$ cat config.mk
export PLATFORM = sky130hd
export DESIGN_NAME = exu_ldst_mem_bridge_flat
export DESIGN_NICKNAME = d
export VERILOG_FILES = /design/src/rtl/exu_ldst_mem_bridge_if.sv /design/src/rtl/exu_ldst_mem_bridge.sv /design/src/flat_wrapper.sv
export SDC_FILE = /design/constraint.sdc
export NUM_CORES = 1
export LEC_CHECK = 0
export CORE_MARGIN = 5
export CORE_UTILIZATION = 39
export DETAILED_ROUTE_END_ITERATION = 10
export PLACE_DENSITY = 0.74
export SLEW_MARGIN = 20
export SYNTH_ARGS = -nofsm -noshare
export SYNTH_HDL_FRONTEND = slang
export SYNTH_SLANG_ARGS = --single-unit
$ cat constraint.sdc
create_clock -name clk -period 4.65 [get_ports clk]
set_input_delay 0.6975 -clock clk [delete_from_list [all_inputs] [get_ports clk]]
set_output_delay 0.6975 -clock clk [all_outputs]
set_load 0.1 [all_outputs]
$ cat src/rtl/exu_ldst_mem_bridge_if.sv
// Handshake channels between the EXU load/store handler and the data-memory bridge.
// The request carries a full ldst packet; the response returns the right-aligned word.
interface ldst_req_if_t;
    typedef struct packed {
        logic [31:0] addr;
        logic        st;
        logic [31:0] data;
        logic [3:0]  strobe;
    } pkt_t;

    logic vld;
    logic rdy;
    pkt_t pkt;

    modport mst (output vld, output pkt, input rdy);
    modport slv (input vld, input pkt, output rdy);
endinterface

interface ldst_rsp_if_t;
    typedef struct packed {
        logic [31:0] data;
    } pkt_t;

    logic vld;
    logic rdy;
    pkt_t pkt;

    modport mst (output vld, output pkt, input rdy);
    modport slv (input vld, input pkt, output rdy);
endinterface

$ cat src/rtl/exu_ldst_mem_bridge.sv
// Converts one ldst request at a time into a single word access on the data-memory port,
// lane-shifting store data/strobes and right-aligning load data into the response.
module exu_ldst_mem_bridge #(
    parameter int unsigned MEM_AW = 32
) (
    input  logic              clk,
    input  logic              rst_n,
    ldst_req_if_t.slv         ldst_req_slv,
    ldst_rsp_if_t.mst         ldst_rsp_mst,
    output logic              mem_req,
    input  logic              mem_gnt,
    output logic              mem_we,
    output logic [MEM_AW-1:0] mem_addr,
    output logic [3:0]        mem_be,
    output logic [31:0]       mem_wdata,
    input  logic              mem_rvld,
    input  logic [31:0]       mem_rdata,
    output logic              misalign_err
);

    typedef enum logic [1:0] {StIdle, StReq, StWait, StRsp} state_e;

    state_e            state_q, state_d;
    logic              req_hs;
    logic [1:0]        off, off_q;
    logic [7:0]        be8;
    logic              misaligned;
    logic              mem_we_q;
    logic [MEM_AW-1:0] mem_addr_q;
    logic [3:0]        mem_be_q;
    logic [31:0]       mem_wdata_q;
    logic [31:0]       rsp_data_q;
    logic              misalign_err_q;

    assign off        = ldst_req_slv.pkt.addr[1:0];
    assign be8        = {4'b0000, ldst_req_slv.pkt.strobe} << off;
    // Only stores can spill into the next word; loads always read the full word.
    assign misaligned = ldst_req_slv.pkt.st && (be8[7:4] != 4'b0000);
    assign req_hs     = ldst_req_slv.vld && (state_q == StIdle);

    always_ff @(posedge clk or negedge rst_n) begin
        if (!rst_n) begin
            state_q <= StIdle;
        end else begin
            state_q <= state_d;
        end
    end

    always_comb begin
        state_d = state_q;
        unique case (state_q)
            StIdle: begin
                if (ldst_req_slv.vld) begin
                    state_d = misaligned ? StRsp : StReq;
                end
            end
            StReq: begin
                if (mem_gnt) state_d = StWait;
            end
            StWait: begin
                if (mem_rvld) state_d = StRsp;
            end
            StRsp: begin
                if (ldst_rsp_mst.rdy) state_d = StIdle;
            end
            default: state_d = StIdle;
        endcase
    end

    always_comb begin
        ldst_req_slv.rdy = 1'b0;
        ldst_rsp_mst.vld = 1'b0;
        mem_req          = 1'b0;
        unique case (state_q)
            StIdle:  ldst_req_slv.rdy = 1'b1;
            StReq:   mem_req          = 1'b1;
            StWait:  ;
            StRsp:   ldst_rsp_mst.vld = 1'b1;
            default: ;
        endcase
    end

    always_ff @(posedge clk or negedge rst_n) begin
        if (!rst_n) begin
            off_q          <= 2'b00;
            mem_we_q       <= 1'b0;
            mem_addr_q     <= '0;
            mem_be_q       <= 4'b0000;
            mem_wdata_q    <= 32'h0;
            rsp_data_q     <= 32'h0;
            misalign_err_q <= 1'b0;
        end else begin
            misalign_err_q <= req_hs && misaligned;
            if (req_hs) begin
                off_q       <= off;
                mem_we_q    <= ldst_req_slv.pkt.st;
                mem_addr_q  <= {ldst_req_slv.pkt.addr[MEM_AW-1:2], 2'b00};
                mem_be_q    <= ldst_req_slv.pkt.st ? be8[3:0] : 4'b1111;
                mem_wdata_q <= ldst_req_slv.pkt.data << {off, 3'b000};
            end
            if (req_hs && misaligned) begin
                rsp_data_q <= 32'h0;
            end else if ((state_q == StWait) && mem_rvld) begin
                rsp_data_q <= mem_we_q ? 32'h0 : (mem_rdata >> {off_q, 3'b000});
            end
        end
    end

    assign mem_we                = mem_we_q;
    assign mem_addr              = mem_addr_q;
    assign mem_be                = mem_be_q;
    assign mem_wdata             = mem_wdata_q;
    assign misalign_err          = misalign_err_q;
    assign ldst_rsp_mst.pkt.data = rsp_data_q;

endmodule

$ cat src/flat_wrapper.sv
// flat-port wrapper written by rule: the top's interface ports become plain ports
module exu_ldst_mem_bridge_flat 
#(
    parameter int unsigned MEM_AW = 32
)
  (clk, rst_n, mem_req, mem_gnt, mem_we, mem_addr, mem_be, mem_wdata, mem_rvld, mem_rdata, misalign_err, ldst_req_slv_vld, ldst_req_slv_pkt, ldst_req_slv_rdy, ldst_rsp_mst_vld, ldst_rsp_mst_pkt, ldst_rsp_mst_rdy);
  ldst_req_if_t ldst_req_slv_i ();
  ldst_rsp_if_t ldst_rsp_mst_i ();
  input  logic clk;
  input  logic rst_n;
  output logic mem_req;
  input  logic mem_gnt;
  output logic mem_we;
  output logic [MEM_AW-1:0] mem_addr;
  output logic [3:0] mem_be;
  output logic [31:0] mem_wdata;
  input  logic mem_rvld;
  input  logic [31:0] mem_rdata;
  output logic misalign_err;
  input wire logic [$bits(ldst_req_slv_i.vld)-1:0] ldst_req_slv_vld;
  input wire logic [$bits(ldst_req_slv_i.pkt)-1:0] ldst_req_slv_pkt;
  output wire logic [$bits(ldst_req_slv_i.rdy)-1:0] ldst_req_slv_rdy;
  output wire logic [$bits(ldst_rsp_mst_i.vld)-1:0] ldst_rsp_mst_vld;
  output wire logic [$bits(ldst_rsp_mst_i.pkt)-1:0] ldst_rsp_mst_pkt;
  input wire logic [$bits(ldst_rsp_mst_i.rdy)-1:0] ldst_rsp_mst_rdy;
  assign ldst_req_slv_i.vld = ldst_req_slv_vld;
  assign ldst_req_slv_i.pkt = ldst_req_slv_pkt;
  assign ldst_req_slv_rdy = ldst_req_slv_i.rdy;
  assign ldst_rsp_mst_vld = ldst_rsp_mst_i.vld;
  assign ldst_rsp_mst_pkt = ldst_rsp_mst_i.pkt;
  assign ldst_rsp_mst_i.rdy = ldst_rsp_mst_rdy;
  exu_ldst_mem_bridge #(.MEM_AW(MEM_AW)) u_core (.clk(clk), .rst_n(rst_n), .ldst_req_slv(ldst_req_slv_i), .ldst_rsp_mst(ldst_rsp_mst_i), .mem_req(mem_req), .mem_gnt(mem_gnt), .mem_we(mem_we), .mem_addr(mem_addr), .mem_be(mem_be), .mem_wdata(mem_wdata), .mem_rvld(mem_rvld), .mem_rdata(mem_rdata), .misalign_err(misalign_err));
endmodule
==> results of run 1 <==
-- state kept, by name (all words and copies together), names as in the netlist --
signal                   cells
u_core.ldst_rsp_mst.pkt     32
u_core.mem_addr             30
u_core.mem_be                4
u_core.mem_wdata            32
u_core.mem_we                1
u_core.misalign_err          1
u_core.off_q                 2
u_core.state_q               2
-- cell type report --
type                    instances  area share
multi-input cells             345       0.296
repair buffers                214       0.282
well taps                     172      0.0286
flip-flops and latches        104       0.346
clock buffers                  10      0.0317
inverters                       4     0.00199
clock inverters                 5      0.0138
-- cell families after synthesis --
kind of cell               count (synthesis)  synth area share
adders and majority gates                  5            0.0124
AOI/OAI and AO/OA                         93             0.137
buffers and inverters                     43            0.0432
muxes                                     69             0.143
DFF                                      104             0.516
and+or+nand+nor                          176             0.148
other                                      1          0.000744
-- worst max-delay path by stage --
stage,endpoint,slack [ps],depth (start not counted)
after floorplan,u_core.ldst_rsp_mst.pkt[0]$_DFFE_PN0P_,2230,6
after detailed placement,u_core.mem_wdata[9]$_DFFE_PN0N_,1880,4
after global placement,u_core.mem_wdata[15]$_DFFE_PN0N_,1980,4
after global routing,ldst_req_slv_rdy,1540,3
final,ldst_req_slv_rdy,1650,3
after CTS,ldst_req_slv_rdy,1620,3
-- per-layer routing --
metal  vias up  part of all wire  wire [um]  GRT usage
met5         -                 0          0          0
met4         0             0.018        281     0.0581
met3        23              0.10       1600     0.0817
met2       186              0.47       7330      0.332
met1      2105              0.41       6450      0.250
li1       2088                 -          -          -
-- stage by stage --
step           utilization  hold WS [ps]
2_1_floorplan            -           402
3_3_place_gp         0.567           456
3_5_place_dp         0.567           462
4_1_cts              0.595           470
5_1_grt              0.595           494
6_report             0.595           437
-- worst max-delay path, cell delays in order, from the launching register on --
cell and delay (ps):
dfrtp_1 400, inv_1 130, ha_1 260, clkdlybuf4s50_1 1170
-- cell usage in the layout, fill, tap and decap left out, types with 2 or more instances in the layout --
cell type,instances
clkbuf_16,9
mux2_2,16
inv_1,3
buf_4,6
ha_1,5
o22a_1,2
and2_2,2
nand2_1,116
bufinv_16,3
o21ai_1,9
mux2i_1,45
dfrtp_1,103
conb_1,2
a22oi_1,8
a2bb2oi_1,9
nor3_1,8
nor2_1,30
a211oi_1,8
nand3_1,2
clkdlybuf4s50_1,208
or2_0,6
a32oi_1,8
nor2b_1,5
a22o_1,8
a221oi_1,8
a31oi_1,9
o21ai_0,17
mux2_1,8
==> impl_results.md, run 1 <==
- Routed WL per cell: 18.3 um
- Post-Synthesis Cells: 491
- YS warnings: 0
- First-pass GRT wire length: 24,300 um
- Initial drt markers: roughly 300
- # DRC: 0
- Setup bufs post-CTS: 0
- Mapped Area: 0.00504 sq mm
- Drt via density: approximately 5.2
- Largest net degree at the start of global routing: 67
- Tmin final: about 3000 ps
- Max Cap Viol: 0
- Tcrit/Tclk final: 0.646
- R2r endpoint: u_core.mem_wdata[10]$_DFFE_PN0N_
- Ys flop type: dfrtp_1
- Crit path from: u_core.state_q[0]$_DFFE_PN0P_
- Most numerous cell in the Yosys netlist: nand2_1
- Initial Util: 0.398
- Drt first pass iters: 4
- Die area: approximately 0.015 sq mm
- Max Clk Rate: between 300 and 400 MHz
- Final wirelength: roughly 16,000 um
- Reg area: around 0.0026 sq mm
- Layout cells sized above 1: 0.0704
- GR Overflow Total: 0
- Worst reg2reg setup slack: 2340 ps
- Setup TNS: 0 ps
- Top cells by area, synth: dfrtp_1 (52%), mux2i_1 (8.9%), nand2_1 (8.7%)
- H-tree levels: 3
- RR Startpoint: u_core.state_q[0]$_DFFE_PN0P_
- Num CTS Buffers: 9
- Peak fanout along the critical path: 5
- WP data required: between 3000 and 4000 ps
- Non-Filler Instances: 854
- Final net count: slightly below 800
- Clock latency on the worst-skew pair: 340 ps
- Area of the multi-input gates: approximately 0.0022 sq mm
- Routed via count: 4,402
- Slew Viols, Final: 0
- Hold buffers post-CTS: 0
- Initial antenna violation count: 0
- Ys async rst share: 1.00
- Die X: about 120 um
- Placed Cells: ~840
- GRT Overall Usage: 0.204
- Fill cells: 1,095
- Unique masters post-synth: 44
- Avg Cell Area, Syn: ~10 sq um
- RSZ-0062 raised after global routing: false
- CTS tree: done
- CP Class: flop to output pin
- Clock skew: ~5.7 ps
- Synthesized flop and latch total: 104
- Area leader, netlist: dfrtp_1
- Hold crit path type: primary input to async pin
- Clk sinks: ~100
- Core footprint: approximately 0.013 sq mm
- Die Y: about 120 um
- Port bufs: 209
- Final hold viol count: 0
- Worst-case clock buffer depth: 2
- Setup violators final: 0
- Register area share after synthesis: 0.516
- Dpl cell area: around 0.0072 sq mm
- Cell depth of the worst flop-to-flop path: 5
- Commonest cells in the netlist: nand2_1 (117), dfrtp_1 (104), mux2i_1 (45)
- Root Buffer: clkbuf_16
- CP Data Arrival Time: about 2300 ps
- Area delta synth->final: 49.4%
- Post-CTS resize count: 0
- Startpoint Class: flop
- IO Pins: 212
- Max_slew headroom: 0.298
- Post-synth top area share: 0.516
- Diode count: 0
- Reg clk slew, reported paths: roughly 70 ps
- Final instance area: 0.00753 sq mm
- Outcome: complete, no violations
- Setup ws final: ~1600 ps
- Dpl ws: between 1500 and 2000 ps
- RePlAce Congestion: 0.910
- Number of global-route vias before repair: between 4,000 and 5,000
- Hpwl dp: 11,700 um
- Worst Setup End Kind: output pin
- Tightest Pin Transition: approximately 1000 ps
- # rows: ~40
- Number of synthesized flops with an enable pin: 0
- Final ANT Viol Nets: 0
Power of run 1 is left out: the tool's default activity adds up to more than one toggle a clock period on the data nets, which glitch-free logic cannot reach.
==> run 2, diff against run 1 <==
- PLACE_DENSITY: 0.74 -> 0.77
- clock period: 4.65 -> 2.65 ns (I/O delays scaled with it)
==> run 2 against run 1 <==
  * First-iteration DRC count is 52% higher
  * Clock skew grew 1.1 ps
  * Critical path type is now flop to flop
  * Critical path depth rose by 2
  * Critical endpoint is now u_core.mem_wdata[15]$_DFFE_PN0N_
  * Register-to-register slack got worse by 1700 ps
  * Flip-flop and latch count stayed put
  * Cell area fell by 3.1%
  * Hold slack worse by 320 ps
  * Non-clock buffer count grew 5
  * Setup slack got worse by 1000 ps
  * Sequential share of layout area rose by 1.1 points
  * Routed wire length fell by 2.4%
==> impl_results.md, run 2 (synthesis gave the netlist of run 1 again) <==
- Outcome: complete, no violations
- Worst-case clock buffer depth: 2 (unchanged)
- IO Pins: 212 (unchanged)
- Clock latency on the worst-skew pair: 340 ps (about the same)
- Core footprint: 0.0127 sq mm (unchanged)
- Initial drt markers: 460 (+52%)
- Root Buffer: clkbuf_16
- Hold buffers post-CTS: 0 (unchanged)
- Hpwl dp: 11,700 um (about the same)
- Worst reg2reg setup slack: 630 ps (-1710 ps)
- Slew Viols, Final: 0 (unchanged)
- Commonest non-fill, non-tap cell in the layout: nand2_1
- RePlAce Congestion: 0.881 (-3.3%)
- Max Clk Rate: about 500 MHz
- Die Y: 124 um (unchanged)
- Drt first pass iters: 6 (+2)
- Diode count: 0 (unchanged)
- # rows: 41 (unchanged)
- Hold crit path type: primary input to async pin
- First-pass GRT wire length: 23,300 um (-4.0%)
- Final hold viol count: 0 (unchanged)
- Initial Util: 0.398 (unchanged)
- Tmin final: ~2000 ps
- GRT Overall Usage: 0.194 (-0.00979)
- Peak fanout along the critical path: 20 (+15)
- Worst Setup End Kind: flop
- WP data required: 2890 ps (-1060 ps)
- CP Data Arrival Time: 2260 ps (-50 ps)
- Drt via density: 5.28 (+2.5%)
- CTS tree: done
- Largest net degree at the start of global routing: 61 (-9.0%)
- Reg clk slew, reported paths: 70 ps (about the same)
- Final net count: 795 (+0.63%)
- Most frequent cells in the layout: nand2_1 (116), buf_4 (113), clkdlybuf4s50_1 (105)
- Max Cap Viol: 0 (unchanged)
- GR Overflow Total: 0 (unchanged)
- Clock skew: 6.84 ps (+1.12 ps)
- RR Startpoint: u_core.state_q[1]$_DFFE_PN0P_
- Die area: 0.0153 sq mm (unchanged)
- Cell depth of the worst flop-to-flop path: 5 (unchanged)
- Port bufs: 209 (unchanged)
- Final ANT Viol Nets: 0 (unchanged)
- CP max stage delay: 480 ps (-690 ps)
- CP cell instances: inv_1, ha_1, and2_2, nand2b_1, o21ai_0
- Setup bufs post-CTS: 0 (unchanged)
- Num CTS Buffers: 9 (unchanged)
- Layout cells sized above 1: 0.225 (+0.155)
- Die X: 124 um (unchanged)
- Initial antenna violation count: 0 (unchanged)
- Number of global-route vias before repair: 4,556 (-0.50%)
- Startpoint Class: flop
- Clk sinks: 104 (unchanged)
- RSZ-0062 raised after global routing: false
- Area delta synth->final: 44.8%
- H-tree levels: 3 (unchanged)
- Final wirelength: 15,300 um (-2.4%)
- Max_slew headroom: 0.450 (+0.152)
- Routed WL per cell: 17.8 um (-3.1%)
- Routed via count: 4,544 (+3.2%)
- Setup violators final: 0 (unchanged)
- R2r endpoint: u_core.mem_wdata[15]$_DFFE_PN0N_
- Tightest Pin Transition: 823 ps (-227 ps)
- Tcrit/Tclk final: 0.761
- CP Class: flop to flop
- CP max stage cell: and2_2
- Post-CTS resize count: 0 (unchanged)
- # DRC: 0 (unchanged)
- Setup TNS: 0 ps (unchanged)
-- run 2: stage by stage --
step           utilization  worst slack [ps]  hold slack, ps  cell area [sq um]  instances
6_report             0.576               634             114               7300        860
5_1_grt              0.576               479             189               7300        860
4_1_cts              0.576               582             140               7300        860
3_5_place_dp         0.551               427             463               6980        844
3_3_place_gp         0.551               484             460               6980        844
2_1_floorplan            -               225             102               5050        492
-- run 2: cell type report --
| class | instances | area [sq um] |
|---|---|---|
| Timing Repair Buffer | 219 | 1920 |
| Clock buffer | 10 | 229 |
| Multi-Input combinational cell | 345 | 2230 |
| Inverter | 4 | 15.0 |
| Fill cell | 1081 | 5370 |
| Clock inverter | 6 | 92.6 |
| Sequential cell | 104 | 2600 |
| Tap cell | 172 | 215 |
-- run 2: worst max-delay path by stage --
| stage | startpoint | slack [ps] | to | depth (start not counted) |
|---|---|---|---|---|
| 2_1_floorplan | u_core.state_q[0]$_DFFE_PN0P_ | 230 | u_core.ldst_rsp_mst.pkt[0]$_DFFE_PN0P_ | 6 |
| 3_3_place_gp | ldst_req_slv_pkt[38] | 480 | u_core.mem_wdata[25]$_DFFE_PN0N_ | 5 |
| 3_5_place_dp | ldst_req_slv_pkt[38] | 430 | u_core.mem_wdata[27]$_DFFE_PN0N_ | 5 |
| 4_1_cts | u_core.state_q[0]$_DFFE_PN0P_ | 580 | u_core.mem_wdata[15]$_DFFE_PN0N_ | 5 |
| 5_1_grt | u_core.state_q[1]$_DFFE_PN0P_ | 480 | u_core.mem_wdata[15]$_DFFE_PN0N_ | 5 |
| 6_report | u_core.state_q[1]$_DFFE_PN0P_ | 630 | u_core.mem_wdata[15]$_DFFE_PN0N_ | 5 |
-- run 2: critical path, delay by kind of cell (launching register included) --
family          cells  cell delay (ps)
simple gates        2              830
flops               1              420
compound gates      1              300
fa+ha+maj           1              240
buf+inv             1              120
-- run 2: metal layers --
metal  global-route usage  wire length [um]  part of all wire  vias up
met3               0.0504              1490             0.097       25
met5                    0                 0                 0        -
met2                0.322              7270              0.48      227
li1                     -                 -                 -     2096
met4               0.0768               367             0.024        0
met1                0.242              6170              0.40     2196
Power of run 2 is left out for the same reason.
